==> src/rtl/lock_code_sender.sv <==
// lock_code_sender: emits an optional reset pulse, then a programmable 0/1 code as
// single-cycle button pulses, with an optional idle gap after every pulse.
module lock_code_sender #(
    parameter int MAX_LEN = 8,
    parameter int LEN_W   = 4,
    parameter int GAP_W   = 4
) (
    input  logic               i_clk,
    input  logic               i_reset_n,
    input  logic               i_start,
    input  logic               i_abort,
    input  logic [MAX_LEN-1:0] i_code,
    input  logic [LEN_W-1:0]   i_len,
    input  logic [GAP_W-1:0]   i_gap,
    input  logic               i_send_reset,
    output logic               o_b0_out,
    output logic               o_b1_out,
    output logic               o_rst_out,
    output logic               o_busy,
    output logic               o_done
);
    typedef enum logic [2:0] {S_IDLE, S_RST, S_SYM, S_GAP, S_DONE} state_t;

    state_t             r_state, w_next;
    logic [MAX_LEN-1:0] r_code, w_code_al, w_src;
    logic [LEN_W-1:0]   r_cnt, w_len_c, w_cnt_src;
    logic [GAP_W-1:0]   r_gap, r_gcnt;
    logic               r_b0, r_b1, r_rst, r_busy, r_done;
    logic               w_idle, w_bit;

    assign w_idle    = (r_state == S_IDLE) || (r_state == S_DONE);
    assign w_len_c   = (i_len > LEN_W'(MAX_LEN)) ? LEN_W'(MAX_LEN) : i_len;
    // Left-align the code so the next symbol to send is always the MSB
    assign w_code_al = i_code << (MAX_LEN - int'(w_len_c));
    assign w_src     = w_idle ? w_code_al : r_code;
    assign w_cnt_src = w_idle ? w_len_c : r_cnt;
    assign w_bit     = w_src[MAX_LEN-1];

    always_comb begin
        w_next = S_IDLE;
        case (r_state)
            S_IDLE, S_DONE: w_next = !i_start ? S_IDLE : i_send_reset ? S_RST :
                                     (w_len_c != '0) ? S_SYM : S_DONE;
            S_RST, S_SYM:   w_next = i_abort ? S_IDLE : (r_gap != '0) ? S_GAP :
                                     (r_cnt != '0) ? S_SYM : S_DONE;
            S_GAP:          w_next = i_abort ? S_IDLE : (r_gcnt != '0) ? S_GAP :
                                     (r_cnt != '0) ? S_SYM : S_DONE;
            default:        w_next = S_IDLE;
        endcase
    end

    always_ff @(posedge i_clk or negedge i_reset_n) begin
        if (!i_reset_n) r_state <= S_IDLE;
        else            r_state <= w_next;
    end

    // Outputs are registered decodes of the state being entered
    always_ff @(posedge i_clk or negedge i_reset_n) begin
        if (!i_reset_n) begin
            r_code <= '0;
            r_cnt  <= '0;
            r_gap  <= '0;
            r_gcnt <= '0;
            r_b0   <= 1'b0;
            r_b1   <= 1'b0;
            r_rst  <= 1'b0;
            r_busy <= 1'b0;
            r_done <= 1'b0;
        end else begin
            r_rst  <= (w_next == S_RST);
            r_b0   <= (w_next == S_SYM) && !w_bit;
            r_b1   <= (w_next == S_SYM) && w_bit;
            r_busy <= (w_next == S_RST) || (w_next == S_SYM) || (w_next == S_GAP);
            r_done <= (w_next == S_DONE);
            if (w_idle && i_start) begin
                r_code <= w_code_al;
                r_cnt  <= w_len_c;
                r_gap  <= i_gap;
            end
            if (w_next == S_SYM) begin
                r_code <= w_src << 1;
                r_cnt  <= w_cnt_src - 1'b1;
            end
            if (w_next == S_GAP)
                r_gcnt <= (r_state == S_GAP) ? r_gcnt - 1'b1 : r_gap - 1'b1;
        end
    end

    assign o_b0_out  = r_b0;
    assign o_b1_out  = r_b1;
    assign o_rst_out = r_rst;
    assign o_busy    = r_busy;
    assign o_done    = r_done;
endmodule
==> config.mk <==
export PLATFORM = sky130hd
export DESIGN_NAME = lock_code_sender
export DESIGN_NICKNAME = d
export VERILOG_FILES = /design/src/rtl/lock_code_sender.sv
export SDC_FILE = /design/constraint.sdc
export NUM_CORES = 1
export LEC_CHECK = 0
export ABC_AREA = 1
export BUFFER_PORTS_ARGS = -buffer_cell sky130_fd_sc_hd__buf_2
export CAP_MARGIN = 5
export CORE_ASPECT_RATIO = 1.25
export CORE_MARGIN = 2
export CORE_UTILIZATION = 30
export DETAILED_ROUTE_END_ITERATION = 8
export PLACE_DENSITY = 0.48
export SLEW_MARGIN = 20
export SYNTH_ARGS = -nofsm -noshare
export SYNTH_HDL_FRONTEND = slang
export SYNTH_SLANG_ARGS = --single-unit
==> constraint.sdc <==
create_clock -name i_clk -period 2 [get_ports i_clk]
set_input_delay 0.1 -clock i_clk [delete_from_list [all_inputs] [get_ports i_clk]]
set_output_delay 0.1 -clock i_clk [all_outputs]
set_load 0.05 [all_outputs]
==> results.ini, run 1 <==
[run_status]
status = finished, final reports clean

[placement]
gp_congestion = 0.8392
io_buffers = 25
dpl.cell_count = 406
place_hpwl_um = 3827
place_area_um2 = 2321
place_ws_ns = 0.08418

[timing]
timing.fmax_mhz = 554.8
period_minus_slack_ns = 1.802
rsz0062_at_grt = no
tightest_slew_ns = 0.6387
clock_skew_ns = 0.005348
fin_hold_ws_ns = 0.01342
final-hold-violation-count = 0
fin_setup_tns_ns = 0
setup_viol = 0
finalWorstSetupSlack_ns = 0.1976
relSlewSlack = 0.5742
maxSlewViolCount = 0
post-route-period-util = 0.9012

[clock_tree]
clock_latency_ns = 0.28
clk_pin_slew_worst_paths_ns = 0.10
ctsHtreeMaxLevel = 1
cts_buffers = 3
cts_setup_buffers = 0
cts_tree = done
clk_path_buf_depth = 2
root_buffer = clkbuf_8
cts_sinks = 28

[yosys]
synth_simple_gate_area_frac = 0.3924
synth_mux_area_frac = 0
synth-seq-cells = 28
synth.most_common_cell = nand2_1
synth_top_area_share = 0.3433
async_flop_share = 1.000
postSynthAreaPerCell_um2 = 7.086
yosys_warnings = 0
synth_area_leader_cell = dfrtp_1
seq_area_frac_synth = 0.3433
synth_top_family_by_area = simple AND/OR/NAND/NOR gates
yosys-top-cells-area = dfrtp_1, nand2_1, nand3_1, inv_1, o21ai_0
syn_inst = 288
synthXorXnorAreaFrac = 0.03066
synth_commonest_cells = nand2_1, inv_1, nand3_1
syn-num-nets = 312
syn_area_um2 = 2041
synth-main-ff-cell = dfrtp_1
synth-compound-area-share = 0.1122
synth_edf_count = 0
synthAdderAreaFrac = 0.01839
yosysUniqueCellTypes = 36

[route]
drc = 0
vias = 1892
wl_per_cell_um = 11.61
drt-total-wl_um = 4773
drt_iter0_drc = 35
antenna_left = 0
viasPerCell = 4.603
drtPass1Iterations = 4

[critical_path]
crit_path_max_incr_delay_ns = 0.42
critPathLaunchType = flip-flop
cp.arrival_ns = 1.98
cp_cell_sequence = nor2_4, inv_4, nor2_8, inv_4, nor2_8, nor2_4, nand2_4, buf_4, nor2_1, nand2_1, nand2_1, nand2_1, nand2_1
crit_path_frequent_cell = nand2_1
endpoint_kind = flip-flop
cpMaxStageDelayCell = dfrtp_1
criticalPathCategory = flip-flop to flip-flop
crit_fanout = 10
worst_ep_required_time_ns = 2.18

[pwr]
p_comb_frac = 0.598
power_mw = 3.232
power_switching_mw = 1.538
power_density_nw_per_um2 = 1353
vdd_drop_max_mv = 0.4278
pwr-share-clk = 0.113
p_leak_nw = 1.271
power_frac_seq = 0.289
p_int_mw = 1.694
switching_share = 0.4759

[final_layout]
antenna_cells = 0
final_core_util = 0.3638
drive_above_1_share = 0.2099
area_delta_synth_final_pct = 17.04
instances_no_fill = 411
design_area_um2 = 2389
nets = 349

[die]
die_w_um = 77.77
io_pins = 26
core_area_um2 = 6565
dieHeight_um = 96.21
rows = 33
start_util = 0.3108
dieArea_um2 = 7482

[global_route]
grt_pass1_wl_um = 8411
track_usage = 0.1397
grt_max_degree = 29
antenna_found_initial = 0
gr-total-overflow = 0
grt_pass1_vias = 1852

[flow_run]
timing.max_cap.violations = 0

[worst_hold_path]
worstHoldPathType = primary input to flip-flop

==> power groups by stage <==
stage,registers [mW],logic (mW),clock network (mW)
after floorplan,1.05,1.39,0
after global placement,0.945,1.95,0
after detailed placement,0.948,1.94,0
after CTS,0.937,1.95,0.378
after global routing,0.964,2.22,0.391
final,0.933,1.93,0.366
==> logic make-up (layout without fill, tap and decap cells) <==
kind of cell,after synthesis,in the layout
compound gates,39,39
buf+inv,48,84
simple gates,165,165
xor+xnor,5,5
fa+ha+maj,3,3
flops,28,28
==> placed cells by master, fill, tap and decap left out, drive strengths merged, types with 3 or more instances in the layout <==
cell type,instances
o22ai,3
xor2,3
nand3,35
buf,38
nor2,31
nand2,91
inv,41
a21oi,8
ha,3
clkbuf,4
nand4,4
o21ai,19
dfrtp,28
==> repair_timing <==
action / in CTS / in global routing
setup endpoints to repair: 0 / 1
hold buffers: 1 / 0
endpoints found under the hold margin: 28 / 0
resized for setup: 0 / 1
==> area by class of cell <==
class | instances | area (um^2)
clock buffers | 4 | 55.05
multi-input cells | 212 | 1132
fillers | 721 | 4177
repair buffers | 39 | 232.7
inverters | 41 | 158.9
well taps | 87 | 108.9
flip-flops and latches | 28 | 700.7
==> worst max-delay path, delay by kind of cell (launching register included) <==
family                 cells  cell delay, ns
buffers and inverters      3            0.37
DFF                        1            0.42
and+or+nand+nor           10            0.90
==> final timing paths <==
kind	start	end	slack [ns]	cells past startpoint
max in group asynchronous	i_reset_n	o_b1_out	1.22	2
min	i_send_reset	o_done	0.01	2
max reg2reg	r_state[1]	r_code[7]	0.20	13
min reg2reg	r_code[7]	r_code[7]	0.49	2
min in group asynchronous	i_reset_n	r_state[2]	0.36	2
max	r_state[1]	r_code[7]	0.20	13
==> sequential cells by signal, indices dropped and copies added, names as in the netlist <==
register / flops
r_gap: 4
o_rst_out: 1
o_b0_out: 1
r_state: 3
o_busy: 1
r_cnt: 4
r_gcnt: 4
o_done: 1
o_b1_out: 1
r_code: 8
==> per-layer routing <==
| metal | global-route usage | up-vias | part of all wire |
|---|---|---|---|
| li1 | - | 996 | - |
| met1 | 0.1633 | 849 | 0.44 |
| met2 | 0.2651 | 38 | 0.51 |
| met3 | 0.008443 | 9 | 0.031 |
| met4 | 0.05655 | 0 | 0.023 |
| met5 | 0 | - | 0 |
Note: power is estimated with default switching activity, not from simulation.
==> run 2: changes to the inputs <==
--- a/config.mk
+++ b/config.mk
@@ -5,7 +5,6 @@
 export SDC_FILE = /design/constraint.sdc
 export NUM_CORES = 1
 export LEC_CHECK = 0
-export ABC_AREA = 1
 export BUFFER_PORTS_ARGS = -buffer_cell sky130_fd_sc_hd__buf_2
 export CAP_MARGIN = 5
 export CORE_ASPECT_RATIO = 1.25
==> run 2 against run 1 <==
  * Via count rose by 8.6%
  * Non-clock buffer count is 34 higher
  * Core utilization rose by 4.3 points
  * Cell count is 3.2% lower
  * Critical path type unchanged
  * Critical endpoint is now r_code[3]
  * Highest routed layer unchanged
==> results.ini, run 2 <==
[clock_tree]
clk_pin_slew_worst_paths_ns = 0.09
clock_latency_ns = 0.27
cts_buffers = 3
ctsHtreeMaxLevel = 1
cts_sinks = 28
clk_path_buf_depth = 2
cts_tree = done
root_buffer = clkbuf_8

[die]
dieHeight_um = 97.95
start_util = 0.3074
core_area_um2 = 6892
die_w_um = 79.16
dieArea_um2 = 7754
io_pins = 26
rows = 34

[pwr]
power_mw = 3.793
power_density_nw_per_um2 = 1354
vdd_drop_max_mv = 0.5162
p_leak_nw = 1.252

[route]
drt_iter0_drc = 99
wl_per_cell_um = 14.82
drc = 0
viasPerCell = 5.163
vias = 2055
drt-total-wl_um = 5898
drtPass1Iterations = 4
antenna_left = 0

[timing]
relSlewSlack = 0.5681
tightest_slew_ns = 0.6479
setup_viol = 0
clock_skew_ns = 0.005137
period_minus_slack_ns = 1.997
fin_setup_tns_ns = 0
timing.fmax_mhz = 500.7
final-hold-violation-count = 0
fin_hold_ws_ns = 0.01635
maxSlewViolCount = 0
post-route-period-util = 0.9985
rsz0062_at_grt = yes

[yosys]
synth_commonest_cells = nand2_1, dfrtp_1, nor2_1
synth-main-ff-cell = dfrtp_1
syn_inst = 251
synth_area_leader_cell = dfrtp_1
syn-num-nets = 275
yosys-top-cells-area = dfrtp_1, mux2i_1, nand2_1, a21oi_1, nor2_1
async_flop_share = 1.000
synth-seq-cells = 28
postSynthAreaPerCell_um2 = 8.439
seq_area_frac_synth = 0.3308
syn_area_um2 = 2118
synth_top_area_share = 0.3308
yosysUniqueCellTypes = 60
yosys_warnings = 0
synth_edf_count = 0
synth.most_common_cell = nand2_1

[final_layout]
antenna_cells = 0
area_delta_synth_final_pct = 32.25
final_common_cell = buf_4
nets = 334
mostFrequentLayoutCells = buf_4, nand2_1, dfrtp_1
instances_no_fill = 398
regMostFlops = r_code
drive_above_1_share = 0.3506
largest_reg_flops = 8

[placement]
place_hpwl_um = 4547
gp_congestion = 0.8536
io_buffers = 25
dpl.cell_count = 391

[critical_path]
timing.rr.start = r_state[0]
cp_cell_sequence = or3b_4, or3_1, and3_4, buf_4, nor2_4, mux2_4
crit_path_max_incr_delay_ns = 0.39
crit_buf_inv = 1
critPathLaunchType = flip-flop
r2r_slack_ns = 0.003
crit_fanout = 4
criticalPathCategory = flip-flop to flip-flop
cp.arrival_ns = 2.16
endpoint_kind = flip-flop
critical-path-top-delay-family = simple AND/OR/NAND/NOR gates
ff2ff_path_depth = 6
r2r-end = r_code[3]
cpMaxStageDelayCell = or3b_4
worst_ep_required_time_ns = 2.16

[global_route]
antenna_found_initial = 0
grt_max_degree = 29
met1_usage = 0.2016
use_met2 = 0.2920
track_usage = 0.1615
use_met3 = 0.01386
gr-total-overflow = 0
grt_pass1_vias = 2114
grt.busiest_layer = met2
grt_pass1_wl_um = 10140

[run_status]
status = finished, final reports clean

[worst_hold_path]
min_to = r_gap[2]
hold_start = i_gap[2]
hold_depth = 3
worstHoldPathType = primary input to flip-flop

[flow_run]
timing.max_cap.violations = 0

[run 2: cell count changes after synthesis, moves of 6 or more]
| cell | change |
|---|---|
| nand3_1 | -28 |
| mux2i_1 | +14 |
| a21oi_1 | +9 |
| nand2_2 | -6 |
| inv_1 | -33 |
| nand2_1 | -47 |
| o21ai_0 | -9 |
| nor3_1 | +6 |
| clkbuf_1 | +10 |
[run 2: timing repair]
action | CTS | global route
gates cloned | 0 | 1
setup endpoints to repair | 10 | 15
setup buffers | 0 | 2
gates resized for setup | 8 | 15
hold buffers | 1 | 0
pin swaps | 1 | 4
hold endpoints to repair | 28 | 0
[run 2: final cells by class]
| type | instances | area, um^2 |
|---|---|---|
| timing repair buffer | 73 | 504.2 |
| clock buffer | 3 | 41.29 |
| tap | 90 | 112.6 |
| inverter | 5 | 18.77 |
| multi-input combinational | 199 | 1424 |
| sequential | 28 | 700.7 |
| fill | 725 | 4090 |
[run 2: logic make-up after synthesis]
logic type,Yosys count,share of synthesized area
AO/OA/AOI/OAI,62,0.2014
flip-flops,28,0.3308
AND/OR/NAND/NOR,109,0.2670
XOR/XNOR,3,0.01241
multiplexers,22,0.1246
buffers and inverters,24,0.04608
adder cells (fa/ha/maj),3,0.01772
[run 2: stage by stage]
| stage | worst slack [ns] | area, um^2 | util |
|---|---|---|---|
| floorplan | 0.02358 | 2141 | - |
| global placement | -0.1362 | 2644 | 0.3836 |
| detailed placement | -0.1302 | 2644 | 0.3836 |
| CTS | 0.003738 | 2726 | 0.3956 |
| global route | -0.07927 | 2801 | 0.4065 |
| finish | 0.002954 | 2801 | 0.4065 |
[run 2: report_power, final]
part | switching (mW) | internal, mW | leakage, nW | total (mW)
Clock | 0.167 | 0.135 | 0.0216 | 0.302
Sequential | 0.141 | 0.819 | 0.349 | 0.960
Combinational | 1.32 | 1.21 | 0.881 | 2.53
[run 2: worst max path at each step]
| stage | start | endpoint | slack [ns] | depth (start not counted) |
|---|---|---|---|---|
| 6_report | r_state[0] | r_code[3] | 0.003 | 6 |
| 5_1_grt | r_state[0] | r_cnt[3] | -0.08 | 6 |
| 4_1_cts | r_state[0] | r_code[3] | 0.004 | 6 |
| 3_5_place_dp | i_len[3] | r_code[4] | -0.13 | 9 |
| 3_3_place_gp | i_len[3] | r_code[4] | -0.14 | 9 |
| 2_1_floorplan | r_state[0] | r_code[7] | 0.02 | 6 |
[run 2: worst min-delay path, cell delays in order]
cell     delay [ns]
buf_2          0.07
nand2_1        0.04
nand2_1        0.04
[run 2: routing by layer]
layer,vias up,share of wire
met5,-,0
met2,34,0.52
met4,0,0.011
met1,983,0.45
met3,4,0.020
li1,1034,-
==> run 3: changes to the inputs <==
--- a/config.mk
+++ b/config.mk
@@ -5,13 +5,13 @@
 export SDC_FILE = /design/constraint.sdc
 export NUM_CORES = 1
 export LEC_CHECK = 0
-export BUFFER_PORTS_ARGS = -buffer_cell sky130_fd_sc_hd__buf_2
 export CAP_MARGIN = 5
 export CORE_ASPECT_RATIO = 1.25
 export CORE_MARGIN = 2
 export CORE_UTILIZATION = 30
 export DETAILED_ROUTE_END_ITERATION = 8
-export PLACE_DENSITY = 0.48
+export DONT_BUFFER_PORTS = 1
+export PLACE_DENSITY = 0.45
 export SLEW_MARGIN = 20
 export SYNTH_ARGS = -nofsm -noshare
 export SYNTH_HDL_FRONTEND = slang
==> run 3 against run 2 <==
  * Clock skew fell by 0.00055 ns
  * Sequential power rose by 12%
  * First-iteration DRC count fell by 17%
  * Flip-flop and latch count did not move
  * Combinational power fell by 8.7%
  * Critical path depth did not move
  * Maximum frequency rose by 1.3%
  * Setup slack improved by 0.026 ns
==> results.ini, run 3 (same netlist as run 2, synthesis figures left out) <==
[run_status]
status = finished, final reports clean

[timing]
final-hold-violation-count = 0
setup_viol = 0
maxSlewViolCount = 0
period_minus_slack_ns = 1.971
tightest_slew_ns = 0.4774
clock_skew_ns = 0.004584
fin_setup_tns_ns = 0
post-route-period-util = 0.9857
rsz0062_at_grt = yes
relSlewSlack = 0.6773
finalWorstSetupSlack_ns = 0.02856
fin_hold_ws_ns = 0.02559
timing.fmax_mhz = 507.2

[clock_tree]
clk_path_buf_depth = 2
cts_setup_buffers = 0
cts_sinks = 28
clk_pin_slew_worst_paths_ns = 0.10
cts_buffers = 3
ctsHtreeMaxLevel = 1
root_buffer = clkbuf_8
cts_tree = done
clock_latency_ns = 0.28

[die]
io_pins = 26
start_util = 0.3074
dieArea_um2 = 7754
rows = 34
dieHeight_um = 97.95
die_w_um = 79.16
core_area_um2 = 6892

[final_layout]
final_core_util = 0.3956
seq_area_um2 = 700.7
final_common_cell = buf_4
design_area_um2 = 2726
multi_input_area_um2 = 1420
drive_above_1_share = 0.2657
largest_reg_flops = 8
antenna_cells = 0
regMostFlops = r_code
nets = 311
mostFrequentLayoutCells = buf_4, nand2_1, dfrtp_1
n_fill_cell = 754
area_delta_synth_final_pct = 28.71

[pwr]
p_int_mw = 2.159
p_leak_nw = 1.162
power_frac_seq = 0.287
switching_share = 0.4249
vdd_drop_max_mv = 0.5343
power_density_nw_per_um2 = 1377
power_switching_mw = 1.595
p_comb_frac = 0.617
pwr-share-clk = 0.096

[critical_path]
timing.rr.start = r_gap[1]
crit_buf_inv = 1
critPathLaunchType = flip-flop
cp.arrival_ns = 2.14
r2r-end = r_code[3]
criticalPathCategory = flip-flop to flip-flop
cp_cell_sequence = or4_4, o211ai_1, and3_4, buf_6, nor2_4, mux2_4
worst_ep_required_time_ns = 2.17
cpMaxStageDelayCell = or4_4
r2r_slack_ns = 0.03
crit_path_max_incr_delay_ns = 0.57
crit_fanout = 7
critical-path-top-delay-family = simple AND/OR/NAND/NOR gates
ff2ff_path_depth = 6
endpoint_kind = flip-flop

[route]
viasPerCell = 5.412
drt_iter0_drc = 82
drtPass1Iterations = 4
drt-total-wl_um = 5990
antenna_left = 0
drc = 0
vias = 2035
wl_per_cell_um = 15.93

[placement]
place_ws_ns = -0.04190
place_hpwl_um = 4470
io_buffers = 0
gp_congestion = 0.8013
place_area_um2 = 2476

[global_route]
grt_pass1_vias = 2099
grt_pass1_wl_um = 10150
use_met3 = 0.01571
use_met2 = 0.2888
grt.busiest_layer = met2
met1_usage = 0.1994
track_usage = 0.1613
gr-total-overflow = 0
grt_max_degree = 29
antenna_found_initial = 0

[flow_run]
timing.max_cap.violations = 0

[worst_hold_path]
hold_start = i_send_reset
min_to = r_state[2]
hold_depth = 3
worstHoldPathType = primary input to flip-flop

## run 3: cell count changes in the layout (fill, tap and decap cells not counted), moves of 2 or more
| cell | delta |
|---|---|
| buf_4 | -7 |
| or2_4 | +2 |
| buf_2 | -25 |
| dlygate4sd3_1 | +7 |
| buf_6 | +2 |
## run 3: cell type report
| cell class | count | share of cell area |
|---|---|---|
| multi-input cells | 199 | 0.5209 |
| flip-flops and latches | 28 | 0.2570 |
| repair buffers | 50 | 0.1537 |
| well taps | 90 | 0.04130 |
| clock buffers | 4 | 0.02019 |
| inverters | 5 | 0.006884 |
## run 3: worst max path at each step
stage,start,endpoint,depth (start not counted)
floorplan,r_state[0],r_code[7],6
global placement,r_state[0],r_code[3],6
detailed placement,r_state[0],r_code[3],6
CTS,r_state[0],r_code[3],6
global route,r_state[1],r_cnt[3],6
finish,r_gap[1],r_code[3],6
## run 3: repair_timing
action / in CTS / in global routing
hold endpoints to repair: 36 / 0
setup endpoints to repair: 12 / 16
hold buffers: 9 / 0
pin swaps: 1 / 5
gates cloned: 0 / 1
gates resized for setup: 7 / 16
## run 3: per-stage QoR
step	cells	total power, mW
final	376	3.753
after global routing	376	4.059
after CTS	375	3.619
after detailed placement	362	3.129
after global placement	362	3.125
after floorplan	251	2.343
## run 3: power groups by stage
| stage | clock (mW) | combinational [mW] | sequential (mW) |
|---|---|---|---|
| after floorplan | 0 | 1.28 | 1.06 |
| after global placement | 0 | 2.05 | 1.07 |
| after detailed placement | 0 | 2.06 | 1.07 |
| after CTS | 0.374 | 2.18 | 1.06 |
| after global routing | 0.394 | 2.56 | 1.11 |
| final | 0.360 | 2.31 | 1.08 |
## run 3: worst register-to-register path, cell delays in order, from the launching register on
cell and delay [ns]:
dfrtp_1 0.40, or4_4 0.57, o211ai_1 0.20, and3_4 0.23, buf_6 0.14, nor2_4 0.05
mux2_4 0.29
## run 3: per-layer routing
layer | routed length, um | vias to the layer above
li1 | - | 998
met4 | 62 | 0
met2 | 3210 | 31
met1 | 2593 | 1002
met3 | 123 | 4
met5 | 0 | -
